$ cat src/rtl/spy_chain_sensor.sv
// Delay-chain sensor: launches an edge into an inverter chain, captures taps one clk later,
// decodes the thermometer pattern, and accumulates depth over 2^ACC_LOG2 launches.
// Optional build macro: SPY_BUBBLE_FILTER_EN (popcount decode, bubbles tolerated).

module singlepath_1_spy_p1n (
    input  logic a,
    input  logic s0,
    input  logic s1,
    input  logic s2,
    input  logic s3,
    output logic y
);
    assign y = ~((a & s2) | s0) ^ (s1 & s3);
endmodule

module spy_chain_sensor #(
    parameter int STAGES        = 50,
    parameter int SETTLE_CYCLES = 4,
    parameter int ACC_LOG2      = 4,
    localparam int TAP_W        = $clog2(STAGES + 1)
) (
    input  logic                      clk,
    input  logic                      rst,
    input  logic                      start,
    output logic                      busy,
    output logic                      done,
    output logic [TAP_W-1:0]          depth,
    output logic [TAP_W+ACC_LOG2-1:0] depth_sum,
    output logic                      error
);
    localparam int SUM_W    = TAP_W + ACC_LOG2;
    localparam int SCW      = (SETTLE_CYCLES > 1) ? $clog2(SETTLE_CYCLES) : 1;
    localparam int CNT_W    = ACC_LOG2 + 1;
    localparam int LAUNCHES = 1 << ACC_LOG2;

    typedef enum logic [2:0] {IDLE, SETTLE, LAUNCH, CAPTURE, SYNC, ACCUM, DONE} stateT;

    stateT              state;
    logic               launch;
    logic [SCW-1:0]     settleCnt;
    logic [CNT_W-1:0]   sampleCnt;
    (* keep = 1 *) logic [STAGES-1:0] taps;
    (* keep = 1 *) logic [STAGES-1:0] tapA;
    (* keep = 1 *) logic [STAGES-1:0] tapB;
    logic [STAGES-1:0]  expVec;
    logic [STAGES-1:0]  nVec;
    logic [TAP_W-1:0]   encDepth;
    logic               bubble;

    // Each stage owns its output net so the chain is a plain feed-forward path.
    genvar g;
    generate
        for (g = 0; g < STAGES; g++) begin : gStage
            (* keep = 1 *) logic y;
            logic a;
            if (g == 0) begin : gHead
                assign a = launch;
            end else begin : gBody
                assign a = gStage[g-1].y;
            end
            singlepath_1_spy_p1n uCell (
                .a (a),
                .s0(1'b0),
                .s1(1'b0),
                .s2(1'b1),
                .s3(1'b0),
                .y (y)
            );
            assign taps[g] = y;
        end
    endgenerate

    // A settled chain alternates polarity: stage 0 is ~launch, stage 1 is launch, ...
    always_comb begin
        expVec = '0;
        for (int k = 0; k < STAGES; k++) expVec[k] = launch ^ (k % 2 == 0);
    end
    assign nVec = ~(tapB ^ expVec);

`ifdef SPY_BUBBLE_FILTER_EN
    always_comb begin
        encDepth = '0;
        bubble   = 1'b0;
        for (int k = 0; k < STAGES; k++) encDepth = encDepth + TAP_W'(nVec[k]);
    end
`else
    logic seenZero;
    always_comb begin
        encDepth = '0;
        bubble   = 1'b0;
        seenZero = 1'b0;
        for (int k = 0; k < STAGES; k++) begin
            if (!nVec[k])      seenZero = 1'b1;
            else if (seenZero) bubble   = 1'b1;
            else               encDepth = TAP_W'(k + 1);
        end
    end
`endif

    always_ff @(posedge clk) begin
        if (rst) begin
            state     <= IDLE;
            busy      <= 1'b0;
            done      <= 1'b0;
            depth     <= '0;
            depth_sum <= '0;
            error     <= 1'b0;
            launch    <= 1'b0;
            settleCnt <= '0;
            sampleCnt <= '0;
            tapA      <= '0;
            tapB      <= '0;
        end else begin
            case (state)
                IDLE: if (start) begin
                    depth_sum <= '0;
                    error     <= 1'b0;
                    sampleCnt <= '0;
                    settleCnt <= '0;
                    busy      <= 1'b1;
                    state     <= SETTLE;
                end
                SETTLE: begin
                    if (settleCnt == SCW'(SETTLE_CYCLES - 1)) begin
                        settleCnt <= '0;
                        state     <= LAUNCH;
                    end else begin
                        settleCnt <= settleCnt + 1'b1;
                    end
                end
                LAUNCH: begin
                    launch <= ~launch;
                    state  <= CAPTURE;
                end
                // Exactly one clk after the launch edge: this is the measurement window.
                CAPTURE: begin
                    tapA  <= taps;
                    state <= SYNC;
                end
                SYNC: begin
                    tapB  <= tapA;
                    state <= ACCUM;
                end
                ACCUM: begin
                    depth     <= encDepth;
                    depth_sum <= depth_sum + SUM_W'(encDepth);
                    error     <= error | bubble;
                    sampleCnt <= sampleCnt + 1'b1;
                    if (sampleCnt == CNT_W'(LAUNCHES - 1)) begin
                        done  <= 1'b1;
                        state <= DONE;
                    end else begin
                        state <= SETTLE;
                    end
                end
                DONE: begin
                    done  <= 1'b0;
                    busy  <= 1'b0;
                    state <= IDLE;
                end
                default: state <= IDLE;
            endcase
        end
    end
endmodule

$ cat config.mk
export PLATFORM = sky130hd
export DESIGN_NAME = spy_chain_sensor
export DESIGN_NICKNAME = d
export VERILOG_FILES = /design/src/rtl/spy_chain_sensor.sv
export SDC_FILE = /design/constraint.sdc
export NUM_CORES = 1
export LEC_CHECK = 0
export CORE_UTILIZATION = 35
export DETAILED_ROUTE_END_ITERATION = 16
export HOLD_SLACK_MARGIN = 0.03
export PLACE_DENSITY = 0.52
export SLEW_MARGIN = 0
export SYNTH_ARGS = -nofsm -noshare
export SYNTH_HDL_FRONTEND = slang
export SYNTH_SLANG_ARGS = --single-unit
export TNS_END_PERCENT = 1
$ cat constraint.sdc
create_clock -name clk -period 4.6 [get_ports clk]
set_input_delay 0.69 -clock clk [delete_from_list [all_inputs] [get_ports clk]]
set_output_delay 0.69 -clock clk [all_outputs]
set_load 0.02 [all_outputs]
==> results_dict.tcl <==
set metrics [dict create \
    setup_viol 0 \
    critPathLaunch "gStage[0].a$_SDFFE_PP0P_" \
    io_buffers 21 \
    cts_sinks 31 \
    maxSlewHeadroom_pct 48.2 \
    p_seq_share_pct 46.2 \
    cp.arrival_ns 2.79 \
    worstPathRequired_ns 4.81 \
    avgSynthCellArea_um2 8.52 \
    worstMarginPinSlew_ns 0.777 \
    fmax_ghz 0.388 \
    p_total_w 0.000612 \
    start_util_pct 36.7 \
    post_cts_buffers 0 \
    rows 25 \
    totalNegativeSetupSlack_ns 0 \
    cp-end-kind "register" \
    dp_hpwl_um 2800 \
    design.die.area_um2 5280 \
    criticalPathCategory "reg -> reg" \
    antennaDiodeCount 0 \
    crit_chain "inv_1 > or3_1 > o21ai_0 > ha_1 > inv_1 > fa_1 > and3b_1 > o2111ai_1 > a21o_1 > a21oi_1" \
    slowest_delay_ns 0.41 \
    clock_path_buffers 2 \
    p_int_w 0.000468 \
    fp.coreArea_um2 4750 \
    wl_per_cell_um 14.0 \
    cp_slowest_cell "dfxtp_1" \
    die_h_um 72.6 \
    vdd_drop_max_mv 0.160 \
    cts_tree "built" \
    numCtsBuffers 5 \
    crit_path_max_fanout 5 \
    outcome "finished clean" \
    timing.rr.start "gStage[0].a$_SDFFE_PP0P_" \
    synthCells 205 \
    pwr-share-clk_pct 46.1 \
    ys_warn_count 0 \
    antenna_found_initial 0 \
    cp_common_cell "inv_1" \
    track_usage_pct 16.6 \
    rsz0062_at_grt "no" \
    crit_buf_inv 2 \
    min_path_type "reg -> reg" \
    timing.hold.ws_ns 0.471 \
    power_frac_comb_pct 7.7 \
    hold_start "done$_SDFFE_PP0P_" \
    vias 1540 \
    ant_nets 0 \
    min_delay_path_depth 2 \
    leakage_nw 0.787 \
    drc 0 \
    fin_skew_ns 0.00687 \
    firstDrtPassIters 4 \
    clk_latency_ns 0.28 \
    nets 234 \
    r2r_end "depth_sum[6]$_SDFFE_PP0P_" \
    slew_viol_final 0 \
    dpl_cell_area_um2 1970 \
    via_per_inst 5.33 \
    r2r_cells 10 \
    ios 22 \
    period_share_pct 56.1 \
    grt_pass1_vias 1451 \
    maxCapViolCount 0 \
    drt-initial-drc-count 78 \
    power.net_switching_w 0.000144 \
    clk_pin_slew_ns 0.07 \
    p_sw_share_pct 23.5 \
    period_minus_slack_ns 2.58 \
    gp_congestion 0.810 \
    grt_remaining_overflow 0 \
    final_cell_area_um2 2090 \
    ctsResizeCount 0 \
    routed_wl_um 4050 \
    syn2layout_area_growth_pct 19.7 \
    h-tree-depth 2 \
    r2r_slack_ns 2.02 \
    hold_end "done$_SDFFE_PP0P_" \
    grt_max_degree 26 \
    crit_path_start_kind "register" \
    syn_area_um2 1750 \
    die_x_um 72.6 \
    grt_pass1_wl_um 6760 \
    cts_hold_buf 0 \
    drive_above_1_share_pct 9.01 \
    p_per_area_nw_per_um2 293 \
    finalHoldViolations 0 \
    crit_family "simple AND/OR/NAND/NOR gates" \
    ctsRootBufferMaster "clkbuf_8" \
]
## flip-flops by register name (all words and copies together), names as in the netlist
| signal | count |
|---|---|
| depth_sum | 10 |
| busy | 1 |
| tapB | 2 |
| depth | 3 |
| settleCnt | 2 |
| sampleCnt | 5 |
| tapA | 2 |
| state | 3 |
| error | 1 |
| done | 1 |
| gStage.a | 1 |
## per-layer routing
metal / track usage (%) / share of wire (%)
met1: 20.6 / 48
met2: 27.2 / 47
met3: 4.14 / 3.2
met4: 7.84 / 1.3
met5: 0 / 0
## power groups by stage
stage               Combinational (W)  Sequential [W]  Clock (W)
CTS                         0.0000473        0.000283   0.000290
detailed placement          0.0000470        0.000289          0
global route                0.0000518        0.000284   0.000301
global placement            0.0000458        0.000288          0
floorplan                   0.0000382        0.000284          0
finish                      0.0000470        0.000283   0.000282
## per-stage QoR
step	utilization (%)	setup slack, ns	std cells
after global placement	41.5	2.11	281
after CTS	44.0	2.02	289
after floorplan	-	2.22	206
after detailed placement	41.5	2.05	281
final	44.0	2.02	289
after global routing	44.0	1.87	289
## worst max-delay path by stage
stage | to | cells past startpoint
2_1_floorplan | depth_sum[9]$_SDFFE_PP0P_ | 8
3_3_place_gp | depth_sum[9]$_SDFFE_PP0P_ | 8
3_5_place_dp | depth_sum[9]$_SDFFE_PP0P_ | 8
4_1_cts | depth_sum[9]$_SDFFE_PP0P_ | 8
5_1_grt | depth_sum[6]$_SDFFE_PP0P_ | 10
6_report | depth_sum[6]$_SDFFE_PP0P_ | 10
## cells in the final DEF, fill, tap and decap left out, types with 3 or more instances in the layout
master           instances
and3_1                   3
clkdlybuf4s50_1         21
nor2_1                  32
inv_1                    7
nand2b_1                 5
nor3b_1                  4
o21ai_0                  5
nand4_1                  4
ha_1                     9
or3_1                    4
a21oi_1                 18
a32oi_1                  3
a21o_1                   4
o211ai_1                 4
nand2_1                  9
a211o_1                  4
nand3_1                  4
nor3_1                   3
nand3b_1                 5
clkbuf_8                 6
a22oi_1                  5
dfxtp_1                 31
## area by class of cell
cell class	count	area, um^2
tap	67	83.8
clock inverter	2	35.0
clock buffer	6	82.6
fill	498	2660
inverter	7	26.3
sequential	31	621
multi-input combinational	154	1020
timing repair buffer	22	218
## worst reg2reg max path, cell delays in order, from the launching register on
cell       delay, ns
dfxtp_1         0.41
inv_1           0.10
or3_1           0.39
o21ai_0         0.10
ha_1            0.24
inv_1           0.07
fa_1            0.41
and3b_1         0.28
o2111ai_1       0.17
a21o_1          0.23
a21oi_1         0.12
Note: power is estimated with default switching activity, not from simulation.
